<file path="config.mk">
export PLATFORM = sky130hd
export DESIGN_NAME = fetch_sequencer
export DESIGN_NICKNAME = d
export VERILOG_FILES = /design/src/rtl/fetch_pkg.sv /design/src/rtl/fetch_hold_buf.sv /design/src/rtl/fetch_sequencer.sv
export SDC_FILE = /design/constraint.sdc
export NUM_CORES = 1
export LEC_CHECK = 0
export BUFFER_PORTS_ARGS = -buffer_cell sky130_fd_sc_hd__buf_2
export CAP_MARGIN = 20
export CELL_PAD_IN_SITES_DETAIL_PLACEMENT = 0
export CELL_PAD_IN_SITES_GLOBAL_PLACEMENT = 1
export CORE_ASPECT_RATIO = 0.9
export CORE_MARGIN = 5
export CORE_UTILIZATION = 34
export DETAILED_ROUTE_END_ITERATION = 8
export PLACE_DENSITY_LB_ADDON = 0.3
export REMOVE_ABC_BUFFERS = 1
export SLEW_MARGIN = 20
export SYNTH_ARGS = -nofsm -noshare
export SYNTH_HDL_FRONTEND = slang
export SYNTH_SLANG_ARGS = --single-unit
</file>
<file path="constraint.sdc">
create_clock -name clk -period 3.2 [get_ports clk]
set_input_delay 0.32 -clock clk [delete_from_list [all_inputs] [get_ports clk]]
set_output_delay 0.32 -clock clk [all_outputs]
set_load 0.01 [all_outputs]
</file>
<file path="src/rtl/fetch_pkg.sv">
// Shared types and constants for the instruction fetch sequencer.
package fetch_pkg;

  // Fetch control states: issuing a request, waiting for its response,
  // holding a returned word while decode stalls, and draining the
  // response of a request that a redirect has killed.
  typedef enum logic [1:0] {
    S_REQ   = 2'd0,
    S_WAIT  = 2'd1,
    S_HOLD  = 2'd2,
    S_DRAIN = 2'd3
  } fetch_state_t;

  // addi x0,x0,0 -- the canonical RISC-V NOP placed in decode on a bubble.
  localparam logic [31:0] FETCH_NOP_INSTR = 32'h0000_0013;

  // Default program counter after reset.
  localparam logic [31:0] FETCH_RESET_PC  = 32'h0000_0000;

endpackage

</file>
<file path="src/rtl/fetch_hold_buf.sv">
// One-entry holding register that parks a returned instruction word while
// decode is stalled. 'clear' takes priority over 'load'.
module fetch_hold_buf #(
  parameter int WIDTH = 32
) (
  input  logic             clk,
  input  logic             rst_n,
  input  logic             load,
  input  logic             clear,
  input  logic [WIDTH-1:0] data_in,
  output logic [WIDTH-1:0] data,
  output logic             valid
);

  // Occupancy flag: set on load, dropped on clear.
  always_ff @(posedge clk or negedge rst_n) begin
    if (!rst_n) begin
      valid <= 1'b0;
    end else if (clear) begin
      valid <= 1'b0;
    end else if (load) begin
      valid <= 1'b1;
    end
  end

  // Payload register, written only on load.
  // NOTE: the payload has no reset; 'valid' qualifies it, so resetting the
  // data bits would only add reset fan-out without changing behaviour.
  always_ff @(posedge clk) begin
    if (load) begin
      data <= data_in;
    end
  end

endmodule

</file>
<file path="src/rtl/fetch_sequencer.sv">
// Instruction fetch sequencer: owns PCF, drives a valid/ready request to
// instruction memory with at most one request outstanding, accepts a
// variable-latency response, applies EX redirects and hazard stall/flush,
// and drives the F/D pipeline registers.
// Optional build macro FETCH_PERF_CNT_EN enables the fetch/discard
// performance counters; without it both counter ports read 0.
module fetch_sequencer
  import fetch_pkg::*;
#(
  parameter int                    WORD_WIDTH = 32,
  parameter logic [WORD_WIDTH-1:0] RESET_PC   = WORD_WIDTH'(FETCH_RESET_PC),
  parameter logic [WORD_WIDTH-1:0] NOP_INSTR  = WORD_WIDTH'(FETCH_NOP_INSTR)
) (
  input  logic                  clk,
  input  logic                  reset,
  input  logic                  stallF,
  input  logic                  flushD,
  input  logic                  PCSrcE,
  input  logic [WORD_WIDTH-1:0] PCTargetE,
  output logic                  imem_req_valid,
  output logic [WORD_WIDTH-1:0] imem_req_addr,
  input  logic                  imem_req_ready,
  input  logic                  imem_rsp_valid,
  input  logic [WORD_WIDTH-1:0] imem_rsp_data,
  output logic [WORD_WIDTH-1:0] instrD,
  output logic [WORD_WIDTH-1:0] PCD,
  output logic [WORD_WIDTH-1:0] PCPlus4D,
  output logic                  validD,
  output logic [31:0]           fetch_count,
  output logic [31:0]           discard_count
);

  fetch_state_t          state_q, state_d;
  logic [WORD_WIDTH-1:0] pcf_q, pcf_d;
  logic                  req_en_q;      // low until the first clock after reset
  logic [WORD_WIDTH-1:0] target_aligned;
  logic [WORD_WIDTH-1:0] pcf_plus4;
  logic [WORD_WIDTH-1:0] word;
  logic                  accept;
  logic                  deliver;       // a word leaves fetch for decode
  logic                  load_fd;       // that word actually lands in F/D
  logic                  discard;       // a response is thrown away
  logic                  hold_load;
  logic                  hold_clear;
  logic [WORD_WIDTH-1:0] hold_data;
  logic                  hold_valid;

  assign target_aligned = PCTargetE & ~WORD_WIDTH'(3);
  assign pcf_plus4      = pcf_q + WORD_WIDTH'(4);
  assign imem_req_valid = req_en_q && (state_q == S_REQ);
  assign imem_req_addr  = pcf_q;
  assign accept         = imem_req_valid & imem_req_ready;
  // A flush squashes the delivered word even though fetch moves past it.
  assign load_fd        = deliver & ~flushD;

  fetch_hold_buf #(
    .WIDTH (WORD_WIDTH)
  ) u_hold_buf (
    .clk     (clk),
    .rst_n   (reset),
    .load    (hold_load),
    .clear   (hold_clear),
    .data_in (imem_rsp_data),
    .data    (hold_data),
    .valid   (hold_valid)
  );

  // Next-state, next-PC and event decode for the fetch FSM.
  // NOTE: every output of this block gets a default first so no path leaves
  // a value unassigned, which would otherwise infer a latch.
  always_comb begin
    state_d    = state_q;
    pcf_d      = pcf_q;
    word       = hold_data;
    deliver    = 1'b0;
    discard    = 1'b0;
    hold_load  = 1'b0;
    hold_clear = 1'b0;
    case (state_q)
      S_REQ: begin
        if (accept) state_d = PCSrcE ? S_DRAIN : S_WAIT;
      end
      S_WAIT: begin
        if (imem_rsp_valid) begin
          if (PCSrcE) begin
            discard = 1'b1;
            state_d = S_REQ;
          end else if (stallF) begin
            hold_load = 1'b1;
            state_d   = S_HOLD;
          end else begin
            deliver = 1'b1;
            word    = imem_rsp_data;
            state_d = S_REQ;
          end
        end else if (PCSrcE) begin
          state_d = S_DRAIN;
        end
      end
      S_HOLD: begin
        if (PCSrcE) begin
          discard    = hold_valid;
          hold_clear = 1'b1;
          state_d    = S_REQ;
        end else if (!stallF) begin
          deliver    = 1'b1;
          hold_clear = 1'b1;
          state_d    = S_REQ;
        end
      end
      S_DRAIN: begin
        // The killed response retires the only outstanding request, so a
        // redirect landing in the same cycle can be requested right away.
        if (imem_rsp_valid) begin
          discard = 1'b1;
          state_d = S_REQ;
        end
      end
      default: state_d = S_REQ;
    endcase
    if (PCSrcE)       pcf_d = target_aligned;
    else if (deliver) pcf_d = pcf_plus4;
  end

  // Fetch state, program counter and request enable.
  // NOTE: sequential state uses non-blocking assignments so every flop
  // samples values from before the edge, independent of statement order.
  always_ff @(posedge clk or negedge reset) begin
    if (!reset) begin
      state_q  <= S_REQ;
      pcf_q    <= RESET_PC;
      req_en_q <= 1'b0;
    end else begin
      state_q  <= state_d;
      pcf_q    <= pcf_d;
      req_en_q <= 1'b1;
    end
  end

  // F/D pipeline registers: flush > stall > load > bubble.
  always_ff @(posedge clk or negedge reset) begin
    if (!reset) begin
      instrD   <= '0;
      PCD      <= '0;
      PCPlus4D <= '0;
      validD   <= 1'b0;
    end else if (flushD) begin
      instrD   <= NOP_INSTR;
      validD   <= 1'b0;
    end else if (stallF) begin
      // hold everything
    end else if (load_fd) begin
      instrD   <= word;
      PCD      <= pcf_q;
      PCPlus4D <= pcf_plus4;
      validD   <= 1'b1;
    end else begin
      instrD   <= NOP_INSTR;
      validD   <= 1'b0;
    end
  end

`ifdef FETCH_PERF_CNT_EN
  logic [31:0] fetch_cnt_q;
  logic [31:0] discard_cnt_q;

  // Performance counters for loaded and discarded words; wrap modulo 2^32.
  always_ff @(posedge clk or negedge reset) begin
    if (!reset) begin
      fetch_cnt_q   <= '0;
      discard_cnt_q <= '0;
    end else begin
      if (load_fd) fetch_cnt_q   <= fetch_cnt_q + 32'd1;
      if (discard) discard_cnt_q <= discard_cnt_q + 32'd1;
    end
  end

  assign fetch_count   = fetch_cnt_q;
  assign discard_count = discard_cnt_q;
`else
  // The discard strobe only feeds the counters, which are absent here.
  logic perf_unused;
  assign perf_unused   = discard;
  assign fetch_count   = '0;
  assign discard_count = '0;
`endif

endmodule

</file>
==> impl_metrics.toml, run 1 <==
[run_status]
status = "complete, no violations"

[pwr]
power_mw = 6.38
leakagePower_nw = 4.53
irDropWorstVdd_v = 0.000286
power.density_nw_per_um2 = 688

[setup_path]
cp.arrival_ns = 2.88
rr_endpoint = "PCPlus4D[31]"
cp_cell_sequence = "nand3_1 > or4_1 > or4_1 > a31oi_1"
worstPathBufferInverterCount = 0
r2r_start = "imem_req_addr[17]"
worstSetupPathType = "flop to flop"
critPathTopFamily = "simple AND/OR/NAND/NOR gates"
rrSetupSlack_ns = 0.67
path_common_cell = "or4_1"
cp_slowest_cell = "or4_1"
required_ns = 3.55
r2r_cells = 4
setup.worst_path.start_class = "flop"
slowest_delay_ns = 0.86
crit_path_end_kind = "flop"
cp_max_fo = 16
crit_cells = 4

[min_path]
hp-class = "input pin to flop"
holdCritStartpoint = "imem_rsp_data[30]"
whs_path_depth = 1
min_to = "u_hold_buf.data[30]"

[drt]
firstDrtPassIters = 5
via_count = 6162
wl_um = 22300
via_per_inst = 4.89
drcViolationCount = 0
postRouteAntennaNets = 0
drt_iter0_markers = 318
wl_per_cell_um = 17.7

[die]
die_h_um = 154
initial_core_util = 0.346
die_x_um = 169
io_pins = 265
core_um2 = 22500
die_area_um2 = 26000
core.rowCount = 52

[global_route]
overflow = 0
track_usage = 0.169
grt_use_met2 = 0.254
grt-busiest-layer = "met2"
use_met1 = 0.242
use_met3 = 0.0562
antenna_found_initial = 3
grt_pass1_vias = 6095
grt_first_pass_wirelength_um = 35100
grt_max_degree = 51

[clock_network]
numCtsBuffers = 17
cts.sinks = 158
cts_resized = 0
clk_pin_slew_ns = 0.07
cts_tree = "built"
clk_latency_ns = 0.43
h-tree-depth = 4
clk_path_buf_depth = 2
cts_root_buffer = "clkbuf_16"

[sta]
hold_viol = 0
fin_crit_sh = 0.791
rsz0062_at_grt = "no"
slew_viol_final = 0
max_freq_ghz = 0.395
finalClockSkew_ns = 0.0124
worst_pin_slew_ns = 0.843
setup_viol_count_final = 0
slew_headroom = 0.432
fin_crit_ns = 2.53

[synth]
synth_edf_count = 32
postSynthAreaPerCell_um2 = 9.98
syn_area_um2 = 7780
yosysTopAreaCell = "dfrtp_1"
ys_warn_count = 0
synthTopCellsByCount = "nand2_1 (158), dfrtp_1 (126), buf_4 (73)"
synth-seq-cells = 158
synth_top_area_frac = 0.405
synthFlopType = "dfrtp_1"
ys_seq_area_frac = 0.529
synth.top_cells.by_area = "dfrtp_1 (41%), edfxtp_1 (12%), nand2_1 (7.6%)"
yosysMostFrequentCell = "nand2_1"
syn_inst = 780
synth_cell_types = 48
async_flop_share = 0.797

[placement]
io_buffers = 192
place_hpwl_um = 15500
place_congestion = 0.775

[cells_and_area]
antenna_cells = 0
area_growth_pct = 19.2
nNetsFinal = 1026
fill_cells = 2267
seqCellArea_um2 = 4110
drive_above_1_share = 0.261
post-route-util = 0.412
multi_input_area_um2 = 3110

[run]
cap_viol_max_count = 0
-- metrics by stage --
step | worst slack [ns] | area (µm²) | hold slack (ns) | instances | TNS [ns]
after floorplan | -1.28 | 7230 | 0.0244 | 718 | -81.22
after global placement | 0.682 | 8730 | 0.296 | 1226 | 0
after detailed placement | 0.675 | 8730 | 0.300 | 1226 | 0
after CTS | 0.661 | 9280 | 0.0682 | 1259 | 0
after global routing | 0.456 | 9280 | 0.0604 | 1259 | 0
final | 0.669 | 9280 | 0.0843 | 1259 | 0
-- cell usage in the layout (no fill, tap or decap), drive strengths merged, types with 6 or more instances in the layout --
cell and count:
mux2i 33, or3 12, edfxtp 32, or4 24
buf 211, a22oi 14, a31oi 13, nand3 29
a21oi 6, conb 71, nand2 158, clkinv 7
o311ai 14, a221o 9, inv 11, nor2 20
xnor2 8, o21ai 62, ha 6, o211ai 15
dfrtp 126, nand4 6, nor4 7, clkbuf 17
nor3 6
-- power by group --
group	switching, mW	internal, mW
Combinational	1.01	0.671
Sequential	0.343	2.48
Clock	0.886	1.00
-- what timing repair did --
item	4_1_cts	5_1_grt
hold buffers	1	0
hold endpoints to repair	47	0
buffers inserted	0	0
-- worst max path at each step --
stage	from	end	slack, ns
6_report	imem_req_addr[17]	PCPlus4D[31]	0.67
5_1_grt	state_q[1]	imem_req_addr[13]	0.46
4_1_cts	state_q[1]	PCPlus4D[25]	0.66
3_5_place_dp	imem_req_addr[17]	PCPlus4D[31]	0.67
3_3_place_gp	state_q[1]	PCPlus4D[26]	0.68
2_1_floorplan	state_q[0]	PCPlus4D[23]	-1.28
-- registers in the layout, indices dropped and copies added, names as in the netlist --
signal,cells
PCD,30
req_en_q,1
validD,1
PCPlus4D,30
imem_req_addr,30
instrD,32
state_q,2
u_hold_buf.data,32
-- area by class of cell --
cell class | instances | area share
repair buffers | 212 | 0.121
well taps | 297 | 0.0400
multi-input cells | 553 | 0.335
clock inverters | 15 | 0.0123
flip-flops and latches | 158 | 0.443
inverters | 7 | 0.00283
clock buffers | 17 | 0.0458
-- routing by layer --
layer | vias up | wire (µm)
li1 | 2955 | -
met1 | 2960 | 10400
met2 | 227 | 9850
met3 | 14 | 1940
met4 | 6 | 112
met5 | - | 41
-- worst register-to-register path, stage by stage, from the launching register on --
cell and delay [ns]:
dfrtp_1 0.52, nand3_1 0.35, or4_1 0.86, or4_1 0.57, a31oi_1 0.16
-- cells by family after synthesis --
logic type	synth area share
XOR/XNOR	0.0146
other	0.000965
multiplexers	0.0439
buffers and inverters	0.108
flip-flops	0.529
adder cells (fa/ha/maj)	0.00964
AND/OR/NAND/NOR	0.175
AO/OA/AOI/OAI	0.120
(Power assumes the default switching activity.)
==> run 2, diff against run 1 <==
--- a/config.mk
+++ b/config.mk
@@ -5,13 +5,14 @@
 export SDC_FILE = /design/constraint.sdc
 export NUM_CORES = 1
 export LEC_CHECK = 0
+export ABC_AREA = 1
 export BUFFER_PORTS_ARGS = -buffer_cell sky130_fd_sc_hd__buf_2
 export CAP_MARGIN = 20
 export CELL_PAD_IN_SITES_DETAIL_PLACEMENT = 0
 export CELL_PAD_IN_SITES_GLOBAL_PLACEMENT = 1
 export CORE_ASPECT_RATIO = 0.9
 export CORE_MARGIN = 5
-export CORE_UTILIZATION = 34
+export CORE_UTILIZATION = 33
 export DETAILED_ROUTE_END_ITERATION = 8
 export PLACE_DENSITY_LB_ADDON = 0.3
 export REMOVE_ABC_BUFFERS = 1
==> constraint.sdc (replaced) <==
create_clock -name clk -period 2.25 [get_ports clk]
set_input_delay 0.225 -clock clk [delete_from_list [all_inputs] [get_ports clk]]
set_output_delay 0.225 -clock clk [all_outputs]
set_load 0.01 [all_outputs]
==> impl_metrics.toml, run 2 <==
[setup_path]
worstSetupPathType = "flop to flop"
cp_max_fo = 29
setup.worst_path.start_class = "flop"
rrSetupSlack_ns = 0.24
crit_path_end_kind = "flop"
cp.arrival_ns = 2.31
required_ns = 2.55

[synth]
synth.top_cells.by_area = "dfrtp_1 (41%), nand2_1 (16%), edfxtp_1 (12%)"
synthFlopType = "dfrtp_1"
postSynthAreaPerCell_um2 = 8.35
synthMuxAreaShare = 0.00388
synthTopCellsByCount = "nand2_1 (328), dfrtp_1 (126), inv_1 (98)"
synth_top_area_frac = 0.408
ys_seq_area_frac = 0.532
synth_adder_area_share = 0.00971
syn_inst = 926
synth-seq-cells = 158
synth_top_family_by_area = "simple AND/OR/NAND/NOR gates"
yosysTopAreaCell = "dfrtp_1"
synth_compound_area_frac = 0.0872
yosys.area_share.simple = 0.208
ys_warn_count = 0
async_flop_share = 0.797
synth_edf_count = 32
synth-xor-area-share = 0.0170
synth_cell_types = 29
syn_area_um2 = 7730
yosysMostFrequentCell = "nand2_1"

[die]
initial_core_util = 0.333
io_pins = 265
die_h_um = 155
core.rowCount = 53
die_area_um2 = 26600
core_um2 = 23200
die_x_um = 171

[cells_and_area]
nNetsFinal = 1227
layout_commonest_cell = "nand2_1"
reg.largest.list = "instrD: 32 flops, u_hold_buf.data: 32 flops"
post-route-util = 0.421
antenna_cells = 0
final_cell_mix = "nand2_1 (328), buf_2 (191), dfrtp_1 (126)"
design_area_um2 = 9770
drive_above_1_share = 0.213
fill_cells = 2407
area_growth_pct = 26.3

[clock_network]
clk_pin_slew_ns = 0.07
cts_hold_buffers = 30
clk_latency_ns = 0.42
cts_resized = 0
cts_root_buffer = "clkbuf_16"
numCtsBuffers = 17
cts.sinks = 158
h-tree-depth = 4
cts_tree = "built"
clk_path_buf_depth = 2
cts_setup_buffers = 0

[placement]
placed_area_um2 = 8820
place_hpwl_um = 15900
place_congestion = 0.767
io_buffers = 192

[drt]
firstDrtPassIters = 5
m1WireLength_um = 10600
drt_iter0_markers = 363
postRouteAntennaNets = 0
wl_per_cell_um = 15.2
drcViolationCount = 0
via_per_inst = 4.33
topRoutingLayerUsed = "met5"
via_count = 6349
wl_met2_um = 10000
dr_wl_met3_um = 1470
wl_um = 22300

[min_path]
hp-class = "input pin to flop"

[pwr]
leakagePower_nw = 5.17
power.density_nw_per_um2 = 978
irDropWorstVdd_v = 0.000519

[sta]
setup_viol_count_final = 0
max_freq_ghz = 0.497
fin_crit_ns = 2.01
slew_headroom = 0.633
hold_viol = 0
rsz0062_at_grt = "no"
fin_crit_sh = 0.895
finalClockSkew_ns = 0.00898
slew_viol_final = 0
fin_tns_setup_ns = 0
worst_pin_slew_ns = 0.550

[global_route]
antenna_found_initial = 1
grt_pass1_vias = 6239
track_usage = 0.167
grt_first_pass_wirelength_um = 34400
overflow = 0
grt_max_degree = 62

[run]
cap_viol_max_count = 0

[run_status]
status = "complete, no violations"
-- run 2: changes by cell type in the layout (fill, tap and decap cells not counted), sizes merged, moves of 9 or more --
cell,before,now
nor2,20,43
xor2,5,15
a221o,9,0
dlygate4sd3,1,33
a22oi,14,0
or3,12,0
o21ai,62,114
a31oi,13,0
o311ai,14,0
mux2i,33,3
nand2,158,329
inv,11,104
or4,24,0
-- run 2: cell type report --
class / count / area, µm² / share of cell area
Inverter: 100 / 378 / 0.0387
Multi-Input combinational cell: 633 / 2800 / 0.287
Clock inverter: 15 / 186 / 0.0191
Timing Repair Buffer: 240 / 1490 / 0.152
Sequential cell: 158 / 4110 / 0.421
Clock buffer: 17 / 425 / 0.0436
Tap cell: 302 / 378 / 0.0387
-- run 2: worst paths after layout --
path	from	end	cells past startpoint
min in group asynchronous	reset	instrD[22]	2
hold / removal	PCTargetE[6]	imem_req_addr[6]	3
max in group asynchronous	reset	PCD[21]	3
hold reg to reg	PCPlus4D[5]	PCPlus4D[5]	2
setup reg to reg	state_q[1]	PCD[13]	10
setup / recovery	state_q[1]	PCD[13]	10
-- run 2: report_power, final --
part | internal [mW] | switching (mW) | total (mW)
clock network | 1.77 | 1.27 | 3.04
registers | 3.56 | 0.441 | 4.00
logic | 0.981 | 1.52 | 2.51
total | 6.31 | 3.24 | 9.55
-- run 2: worst max-delay path, stage by stage, from the launching register on --
cell	delay, ns
dfrtp_1	0.40
inv_1	0.12
ha_1	0.22
inv_1	0.08
o21bai_1	0.19
nand2_2	0.15
nor2_4	0.15
inv_4	0.14
buf_4	0.26
nand2_1	0.10
o21ai_1	0.06
-- run 2: per-layer routing --
metal | vias to the layer above | track usage
li1 | 3213 | -
met1 | 2923 | 0.237
met2 | 193 | 0.256
met3 | 18 | 0.0440
met4 | 2 | 0.0400
met5 | - | 0
-- run 2: stage by stage --
stage | cells | power, mW | worst slack (ns) | hold slack [ns]
after floorplan | 891 | 5.33 | -1.60 | -0.0706
after global routing | 1465 | 10.2 | 0.0555 | 0.0139
after detailed placement | 1400 | 6.56 | 0.237 | 0.233
final | 1465 | 9.55 | 0.236 | 0.0276
after global placement | 1400 | 6.54 | 0.282 | 0.238
after CTS | 1462 | 9.70 | 0.217 | 0.00127
-- run 2: cell families after synthesis --
family | count (synthesis)
AOI/OAI and AO/OA | 129
xor gates and xnor gates | 15
DFF | 158
and+or+nand+nor | 409
buffers and inverters | 204
muxes | 3
adders and majority gates | 6
other | 2
==> run 3, diff against run 2 <==
--- a/config.mk
+++ b/config.mk
@@ -16,6 +16,7 @@
 export DETAILED_ROUTE_END_ITERATION = 8
 export PLACE_DENSITY_LB_ADDON = 0.3
 export REMOVE_ABC_BUFFERS = 1
+export SETUP_SLACK_MARGIN = 0.3
 export SLEW_MARGIN = 20
 export SYNTH_ARGS = -nofsm -noshare
 export SYNTH_HDL_FRONTEND = slang
==> impl_metrics.toml, run 3 (same netlist as run 2, synthesis figures left out) <==
[pwr]
irDropWorstVdd_v = 0.000520
p_sw_mw = 3.25
power_mw = 9.57
pwr-share-seq = 0.418
switching_share = 0.339
p_comb_frac = 0.264
leakagePower_nw = 5.19
pwr-share-clk = 0.318
power.density_nw_per_um2 = 976
intPower_mw = 6.32

[clock_network]
clk_latency_ns = 0.43
clk_pin_slew_ns = 0.07
cts_tree = "built"
cts.sinks = 158
cts_root_buffer = "clkbuf_16"
h-tree-depth = 4
numCtsBuffers = 17
clk_path_buf_depth = 2

[placement]
dp_cells = 1400
place_hpwl_um = 15900
place_congestion = 0.767
dpl_worst_slack_ns = 0.237
io_buffers = 192

[drt]
firstDrtPassIters = 5
drt_iter0_markers = 363
wl_um = 22300
via_per_inst = 4.33
wl_per_cell_um = 15.2
postRouteAntennaNets = 0
via_count = 6361
drcViolationCount = 0

[setup_path]
cp_max_fo = 29
worstPathBufferInverterCount = 4
rrSetupSlack_ns = 0.40
r2r_cells = 10
r2r_start = "state_q[1]"
crit_cells = 10
slowest_delay_ns = 0.41
rr_endpoint = "PCD[13]"
setup.worst_path.start_class = "flop"
cp_cell_sequence = "inv_2 > ha_2 > inv_1 > o21bai_1 > nand2_2 > nor2_4 > inv_8 > buf_8 > nand2_1 > o21ai_1"
critPathTopFamily = "buffers and inverters"
crit_path_end = "PCD[13]"
worstSetupPathType = "flop to flop"
cp.arrival_ns = 2.15
startpoint = "state_q[1]"
required_ns = 2.56
cp_slowest_cell = "dfrtp_1"
crit_path_end_kind = "flop"

[sta]
max_freq_ghz = 0.542
fin_crit_ns = 1.85
slew_viol_final = 0
rsz0062_at_grt = "yes"
slew_headroom = 0.633
fin_tns_setup_ns = 0
hold_viol = 0
setup_viol_count_final = 0
fin_crit_sh = 0.821
worst_pin_slew_ns = 0.551
finalWorstSetupSlack_ns = 0.404
finalClockSkew_ns = 0.0104

[die]
die_area_um2 = 26600
initial_core_util = 0.333
core.rowCount = 53
die_h_um = 155
die_x_um = 171
core_um2 = 23200
io_pins = 265

[cells_and_area]
antenna_cells = 0
fill_cells = 2405
final_cell_mix = "nand2_1 (328), buf_2 (191), dfrtp_1 (126)"
area_growth_pct = 26.8
reg.largest.list = "instrD: 32 flops, u_hold_buf.data: 32 flops"
drive_above_1_share = 0.217
layout_commonest_cell = "nand2_1"
nNetsFinal = 1230
final_cells = 1468

[run]
cap_viol_max_count = 0

[global_route]
grt_first_pass_wirelength_um = 34400
overflow = 0
grt_max_degree = 62
track_usage = 0.167
antenna_found_initial = 1
grt_pass1_vias = 6239

[min_path]
hp-class = "input pin to flop"

[run_status]
status = "complete, no violations"
[run 3: cell count changes in the layout (fill, tap and decap cells not counted), sizes merged]
| cell | previous run | this run |
|---|---|---|
| buf | 207 | 210 |
[run 3: power by group through the flow]
stage,Combinational [mW],Sequential (mW),Clock (mW)
finish,2.52,4.00,3.04
global route,2.88,4.10,3.25
CTS,2.56,4.01,3.13
detailed placement,2.51,4.06,0
global placement,2.48,4.06,0
floorplan,1.07,4.26,0
[run 3: layout make-up]
cell class / count / area, µm² / area share
Clock buffer: 17 / 425 / 0.0434
Sequential cell: 158 / 4110 / 0.419
Multi-Input combinational cell: 633 / 2800 / 0.286
Inverter: 100 / 383 / 0.0390
Tap cell: 302 / 378 / 0.0385
Clock inverter: 15 / 186 / 0.0190
Timing Repair Buffer: 243 / 1520 / 0.155
[run 3: worst min path at each step]
stage | end | cells after the start | start | slack (ns)
floorplan | PCD[10] | 0 | reset | -0.07
global placement | instrD[22] | 1 | reset | 0.24
detailed placement | instrD[22] | 1 | reset | 0.23
CTS | u_hold_buf.data[11] | 1 | imem_rsp_data[11] | 0.001
global route | imem_req_addr[6] | 3 | PCTargetE[6] | 0.01
finish | imem_req_addr[6] | 3 | PCTargetE[6] | 0.03
[run 3: through the flow]
step | util | hold slack (ns) | cell area, µm²
after floorplan | - | -0.0706 | 7270
after global placement | 0.380 | 0.238 | 8820
after detailed placement | 0.380 | 0.233 | 8820
after CTS | 0.420 | 0.00127 | 9740
after global routing | 0.423 | 0.0139 | 9810
final | 0.423 | 0.0265 | 9810
[run 3: what timing repair did]
item / 4_1_cts / 5_1_grt
endpoints found under the setup margin: 18 / 89
cloned: 0 / 0
buffers inserted: 0 / 3
pin swaps: 0 / 3
hold endpoints to repair: 80 / 3
hold buffers: 30 / 3
gates resized for setup: 2 / 6
[run 3: metal layers]
layer  vias to the layer above  track usage  routed length, µm
met5                         -            0                 11
met4                         2       0.0400                197
met3                        17       0.0440               1500
met2                       200        0.256               9990
met1                      2927        0.237              10600
li1                       3215            -                  -
[run 3: worst reg2reg max path: stages, from the launching register on]
cell,delay [ns]
dfrtp_1,0.41
inv_2,0.09
ha_2,0.20
inv_1,0.06
o21bai_1,0.17
nand2_2,0.13
nor2_4,0.21
inv_8,0.11
buf_8,0.19
nand2_1,0.09
o21ai_1,0.06
